<file path="config.mk">
export PLATFORM = sky130hd
export DESIGN_NAME = tx_control
export DESIGN_NICKNAME = d
export VERILOG_FILES = /design/src/rtl/uart_pkg.sv /design/src/rtl/tx_timeout_cnt.sv /design/src/rtl/tx_control.sv
export SDC_FILE = /design/constraint.sdc
export NUM_CORES = 1
export LEC_CHECK = 0
export CORE_UTILIZATION = 45
export DETAILED_ROUTE_END_ITERATION = 6
export PLACE_DENSITY_LB_ADDON = 0.2
export SLEW_MARGIN = 25
export SYNTH_ARGS = -nofsm -noshare
export SYNTH_HDL_FRONTEND = slang
export SYNTH_SLANG_ARGS = --single-unit
</file>
<file path="constraint.sdc">
create_clock -name clk -period 1.9 [get_ports clk]
set_input_delay 0.285 -clock clk [delete_from_list [all_inputs] [get_ports clk]]
set_output_delay 0.285 -clock clk [all_outputs]
set_load 0.05 [all_outputs]
</file>
<file path="src/rtl/uart_pkg.sv">
// Shared UART definitions: transmit sequencer state encoding and byte width.
// Imported by tx_control and tx_timeout_cnt; the receive side can reuse the same constants.
// No ports; package only.
package uart_pkg;

  localparam int BYTE_W = 8;

  typedef enum logic [2:0] {
    IDLE,
    LOAD,
    WAIT_ACK,
    WAIT_DONE,
    FINISH
  } tx_state_t;

endpackage

</file>
<file path="src/rtl/tx_timeout_cnt.sv">
// Handshake timeout counter: cleared by load, counts while en is high, flags expire at LIMIT-1.
// Ports: clk, reset (async, active-low), load (clear to 0), en (count), expire (cnt == LIMIT-1).
// The count saturates at LIMIT-1 so a stalled owner never sees the flag drop back.
module tx_timeout_cnt
  import uart_pkg::*;
#(
  parameter int LIMIT = 16
) (
  input  logic clk,
  input  logic reset,
  input  logic load,
  input  logic en,
  output logic expire
);

  localparam int CW = $clog2(LIMIT) + 1;

  logic [CW-1:0] cnt;

  assign expire = (cnt == CW'(LIMIT - 1));

  always_ff @(posedge clk or negedge reset) begin
    if (!reset) begin
      cnt <= '0;
    end else if (load) begin
      cnt <= '0;
    end else if (en && !expire) begin
      cnt <= cnt + 1'b1;
    end
  end

endmodule

</file>
<file path="src/rtl/tx_control.sv">
// Result transmit sequencer: captures an N_BYTES result on tx_trigger and feeds it LSB byte first
// to uart_tx using the tx_start/tx_busy handshake; reports busy, done and ack-timeout error.
// Ports: clk, reset (async active-low), tx_trigger, result_data, tx_busy in; tx_start, tx_data,
// busy, done, error out (all registered). Triggers arriving while busy are dropped, not queued.
module tx_control
  import uart_pkg::*;
#(
  parameter int N_BYTES     = 2,
  parameter int ACK_TIMEOUT = 16
) (
  input  logic                      clk,
  input  logic                      reset,
  input  logic                      tx_trigger,
  input  logic [N_BYTES*BYTE_W-1:0] result_data,
  input  logic                      tx_busy,
  output logic                      tx_start,
  output logic [BYTE_W-1:0]         tx_data,
  output logic                      busy,
  output logic                      done,
  output logic                      error
);

  localparam int DW  = N_BYTES * BYTE_W;
  localparam int BCW = $clog2(N_BYTES) + 1;

  tx_state_t        state, state_nxt;
  logic [DW-1:0]    shreg;
  logic [BCW-1:0]   byte_cnt;
  logic             last_byte;
  logic             shreg_ld, shreg_shift;
  logic             to_load, to_en, to_expire;
  logic             err_set;

  assign last_byte = (byte_cnt == BCW'(N_BYTES - 1));

  tx_timeout_cnt #(
    .LIMIT (ACK_TIMEOUT)
  ) u_timeout (
    .clk    (clk),
    .reset  (reset),
    .load   (to_load),
    .en     (to_en),
    .expire (to_expire)
  );

  always_ff @(posedge clk or negedge reset) begin
    if (!reset) begin
      state <= IDLE;
    end else begin
      state <= state_nxt;
    end
  end

  always_comb begin
    state_nxt   = state;
    shreg_ld    = 1'b0;
    shreg_shift = 1'b0;
    to_load     = 1'b0;
    to_en       = 1'b0;
    err_set     = 1'b0;
    case (state)
      IDLE: begin
        if (tx_trigger) begin
          state_nxt = LOAD;
          shreg_ld  = 1'b1;
        end
      end
      LOAD: begin
        state_nxt = WAIT_ACK;
        to_load   = 1'b1;
      end
      WAIT_ACK: begin
        // An ack in the final allowed cycle still wins over the timeout.
        if (tx_busy) begin
          state_nxt = WAIT_DONE;
        end else if (to_expire) begin
          state_nxt = IDLE;
          err_set   = 1'b1;
        end else begin
          to_en = 1'b1;
        end
      end
      WAIT_DONE: begin
        if (!tx_busy) begin
          if (last_byte) begin
            state_nxt = FINISH;
          end else begin
            state_nxt   = LOAD;
            shreg_shift = 1'b1;
          end
        end
      end
      FINISH: begin
        state_nxt = IDLE;
      end
      default: begin
        state_nxt = IDLE;
      end
    endcase
  end

  // Outputs are registered from the next state so that busy tracks the state exactly,
  // done coincides with the single FINISH cycle, and error lands on the first IDLE cycle.
  always_ff @(posedge clk or negedge reset) begin
    if (!reset) begin
      shreg    <= '0;
      byte_cnt <= '0;
      tx_start <= 1'b0;
      tx_data  <= '0;
      busy     <= 1'b0;
      done     <= 1'b0;
      error    <= 1'b0;
    end else begin
      tx_start <= (state == LOAD);
      busy     <= (state_nxt != IDLE);
      done     <= (state_nxt == FINISH);
      error    <= err_set;
      // tx_data only changes in LOAD, so it stays put for the whole frame.
      if (state == LOAD) begin
        tx_data <= shreg[BYTE_W-1:0];
      end
      if (shreg_ld) begin
        shreg    <= result_data;
        byte_cnt <= '0;
      end else if (shreg_shift) begin
        shreg    <= shreg >> BYTE_W;
        byte_cnt <= byte_cnt + 1'b1;
      end
    end
  end

endmodule

</file>
-- After elaboration in Yosys (flattened, before gate mapping)
Cells that the tools add are included.
- mux-type cells: 24
- add/sub/neg operators: 2
- reductions and logical operators: 6
- equality and inequality tests: 6
- operators by type and width (cell ; number):
    $mux W16 ; 2
    $mux W3 ; 5
    $mux W1 ; 12
    $pmux W3 S4 ; 1
    $mux W5 ; 2
    $eq A3 B2 Y1 const B ; 2
    $add A5 B1 Y5 const B ; 1
    $eq A5 B4 Y1 const B ; 1
    $mux W2 ; 2
    $reduce_bool A2 Y1 ; 2
    $eq A3 B1 Y1 const B ; 1
    $eq A3 B3 Y1 const B ; 1
    $logic_not A3 Y1 ; 1
    $reduce_bool A3 Y1 ; 1
    $add A2 B1 Y2 const B ; 1
    $eq A2 B1 Y1 const B ; 1
    $logic_and A1 B1 Y1 ; 1
    $logic_not A1 Y1 ; 1
- input bits: 20
- output and inout port bits: 12
- register bits: 38

-- Logic depth before layout (Yosys ltp)
- depth in word-level cells: 7
- depth in mapped cells: 7

-- Modules after synthesis
From an unflattened synthesis, not the netlist that was laid out.
- cell total of the unflattened synthesis: 159
- area total of the unflattened synthesis: 1724.2 sq um
- modules (own cells, without submodules) (module ; cells each ; instances ; area an instance (sq um)):
    tx_control ; 136 ; 1 ; 1463.9
    tx_timeout_cnt ; 23 ; 1 ; 260.2

-- Worst setup path before layout
Ideal clock, no wire load.
- path type: register to register
- start: register u_timeout.cnt[0]
- end: register u_timeout.cnt[1]
- data arrival time: 1656 ps
- buffers on the path: 0
- slack: 122 ps
- period minus slack after synthesis: 1778 ps
- library setup time: 123 ps
- cell stages (with the launch flop): 7
- cell sequence: dfrtp_1 -> ha_1 -> and3_1 -> ha_1 -> nor4_2 -> mux2i_1 -> nor2_1
- longest elaborated chain between the ends: 6
- ends and longest elaborated chain (item ; line ; text):
    start: declaration ; tx_timeout_cnt.sv:18 ; logic [CW-1:0] cnt;
    start signal: assignment ; tx_timeout_cnt.sv:28 ; cnt <= cnt + 1'b1;
    $eq A5 B4 Y1 ; tx_timeout_cnt.sv:20 ; assign expire = (cnt == CW'(LIMIT - 1));
    $mux W1 ; tx_control.sv:76 ; end else if (to_expire) begin
    $mux W1 ; tx_control.sv:74 ; if (tx_busy) begin
    $mux W1 ; tx_control.sv:61 ; case (state)
    $logic_and A1 B1 Y1 ; tx_timeout_cnt.sv:27 ; end else if (en && !expire) begin
    $reduce_bool A2 Y1 (no source line) ; n/a ;
Parallel ways exist; a longest one is shown, timed or not. The select of a mux whose other input is x is not followed.
A chain may end at the register's enable or synchronous reset.

-- Worst setup path in the final report
- start: register tx_data[1]
- end: output port tx_data[1]
- RTL lines (item ; line ; text):
    start: declaration ; tx_control.sv:17 ; output logic [BYTE_W-1:0] tx_data,
    start signal: assignment ; tx_control.sv:120 ; tx_data <= shreg[BYTE_W-1:0];
No word-level cell between the ends.

==> results <==
==> layer usage <==
metal	part of all wire [%]	up-vias	wire, um	global-route usage, %
met5	0	-	0	0
met3	4.0	5	122	6.30
met4	1.6	0	48	6.67
li1	-	545	-	-
met1	47	547	1420	26.1
met2	48	29	1460	30.9
==> cell usage after synthesis, types with 2 or more instances <==
cell type	count
nor2_1	23
nor2b_1	2
mux2_2	8
nand2b_1	2
and4b_1	3
ha_1	3
a22o_1	7
dfrtp_1	38
buf_2	4
nand2_1	3
mux2i_1	2
inv_1	3
xnor2_1	3
and3_1	3
o22ai_1	8
o21ai_0	2
==> state kept, by name, summed over array words and instances, names as in the netlist <==
register       count
shreg             16
tx_data            8
u_timeout.cnt      5
state              3
byte_cnt           2
busy               1
done               1
error              1
tx_start           1
==> layout make-up <==
class	count	share of cell area [%]
clock inverter	2	0.603
inverter	3	0.542
tap	46	2.77
sequential	38	45.8
clock buffer	6	2.47
timing repair buffer	40	18.6
multi-input combinational	83	29.2
==> what timing repair did <==
action | in CTS | in global routing
hold buffers | 0 | 0
setup endpoints to repair | 0 | 1
setup buffers | 0 | 1
==> cells in the final DEF (no fill, tap or decap), types with 2 or more instances in the layout <==
cell type,n
and4b_1,3
nand2_1,3
o22ai_1,8
nor2_1,23
clkdlybuf4s50_1,30
mux2_2,8
nand2b_1,2
nor2b_1,2
o21ai_0,2
and3_1,3
mux2i_1,2
buf_4,8
inv_1,3
clkbuf_4,5
ha_1,3
a22o_1,7
xnor2_1,3
dfrtp_1,38
==> power groups by stage <==
stage               Sequential [mW]  Combinational, mW  Clock (mW)
global route                   1.46               1.75       0.500
floorplan                      1.70              0.780           0
finish                         1.41               1.60       0.442
global placement               1.40               1.55           0
CTS                            1.42               1.60       0.457
detailed placement             1.43               1.60           0
==> kinds of logic (layout without fill, tap and decap cells) <==
family | count (synthesis) | after routing | share of synthesized area (%)
XOR/XNOR | 3 | 3 | 1.64
AND/OR/NAND/NOR | 44 | 44 | 15.7
flip-flops | 38 | 38 | 59.5
buffers and inverters | 9 | 51 | 2.90
multiplexers | 10 | 10 | 6.89
AO/OA/AOI/OAI | 23 | 23 | 11.0
adder cells (fa/ha/maj) | 3 | 3 | 2.35
==> final timing paths <==
path | start | to | slack [ps] | cells after the start
max in group asynchronous | reset | tx_data[4]$_DFFE_PN0P_ | 1360 | 1
setup reg to reg | u_timeout.cnt[0]$_DFFE_PN0P_ | u_timeout.cnt[1]$_DFFE_PN0P_ | 130 | 7
min in group clk | byte_cnt[1]$_DFFE_PN0P_ | byte_cnt[1]$_DFFE_PN0P_ | 500 | 2
setup / recovery | tx_data[1]$_DFFE_PN0P_ | tx_data[1] | 90 | 1
hold reg to reg | byte_cnt[1]$_DFFE_PN0P_ | byte_cnt[1]$_DFFE_PN0P_ | 500 | 2
hold / removal | reset | state[2]$_DFF_PN0_ | 20 | 1
==> through the flow <==
step                cell area, um2  instances  setup WS, ps  util, %  power [mW]
finish                        2080        218          92.4     61.7        3.45
global route                  2080        218          14.8     61.7        3.71
global placement              2000        209         -18.6     59.6        2.95
CTS                           2070        217          81.2     61.5        3.47
floorplan                     1600        130           122        -        2.48
detailed placement            2000        209         -28.4     59.6        3.03
==> results.md <==
* Setup Crit Path Kind: flip-flop to output port
* Avg Vias per Cell at 5.17
* # H-tree levels at 2
* Startpoint types: flip-flop
* Period utilization at 95.1%
* DR WL/cell at 14.0 um
* Clk pwr share at 12.8%
* Total gr overflow at 0
* Largest cells by area after synthesis: dfrtp_1 (60%), mux2_2 (5.6%), nor2_1 (5.4%)
* Synth warn at 0
* Top-area cell type share of the netlist area at 59.5%
* Core area at 3360 um2
* Multi-input logic area at 607 um2
* Peak fanout along the critical path at 2
* Vias in the first global route at 1061
* Maximum vdd drop at 0.862 mV
* Synthesized area per cell at 12.3 um2
* Crit path capture type: output port
* Die width at 61.6 um
* Via count at 1126
* Syn nets at 153
* Die Ht at 61.6 um
* TritonCTS Buffers at 5
* Net Sw Frac at 39.9%
* GRT Total Usage at 19.7%
* DRC violations left at 0
* Max Clk Rate at 553 MHz
* Worst Max-Slew Pin Slew at 815 ps
* Worst path required time at 1620 ps
* Post-synthesis sequential area ratio at 59.5%
* Share of cells above drive strength 1 at 18.0%
* Slowest CP cell: clkdlybuf4s50_1
* Clk_lat worst skew at 340 ps
* Final worst path period need at 1810 ps
* Crit path DAT at 1520 ps
* Max clock buf depth at 2
* Logic pwr share at 46.4%
* Clock Skews at 4.91 ps
* Die area at 3790 um2
* CP Cell Sequence: clkdlybuf4s50_1
* Post-synthesis sequential element count at 38
* Clock sink count at 38
* RSZ-0062 raised after global routing: false
* Gpl congestion at 0.767
* Fin nets at 194
* FP Rows at 21
* PortBufs at 31
* Final setup vio count at 0
* Status: finished clean
* First-pass iteration count of the detailed router at 4
* Rel. slew slack at 45.6%
* Pleak at 0.923 nW
* Post-synth ARST share at 100%
* Hold Crit Class: input pin to async pin
* N_diodes at 0
* Antenna violations before repair at 0
* Routed Wire Length at 3050 um
* Antenna Nets Post-Route at 0
* Synthesized cell area at 1600 um2
* Internal power at 2.07 mW
* Clock transition at path regs at 110 ps
* CP bufs+invs at 1
* Max_cap viols at 0
* Cells after Synth at 130
* Final count of hold timing violations at 0
* Largest net degree at the start of global routing at 39
* CTS tree: built
* Register area at 951 um2
* Hpwl dp at 2200 um
* DRT iter0 DRCs at 26
* Root Buffer: clkbuf_4
* # IOs at 32
* Initial Util at 47.5%
* Syn-to-layout area delta at 29.9%
* Synth area leader: dfrtp_1
* EDFF count, synth at 0
* Sw Pwr at 1.38 mW
* Fin Hold WS at 24.1 ps
* Post-synth top flop: dfrtp_1
* Crit path max-delay family: buffers and inverters
* Slowest stage delay, CP at 810 ps
* Final Max Tran Viols at 0
* Setup TNS at 0 ps
* First-pass GRT wire length at 5110 um
* Cell variety after synth at 32
* Fill cells at 319
* Part of the power in registers at 40.8%
* PwrDens at 1660 nW/um2
* Cts repair resizes at 0
Power figures use the tool's default switching activity.
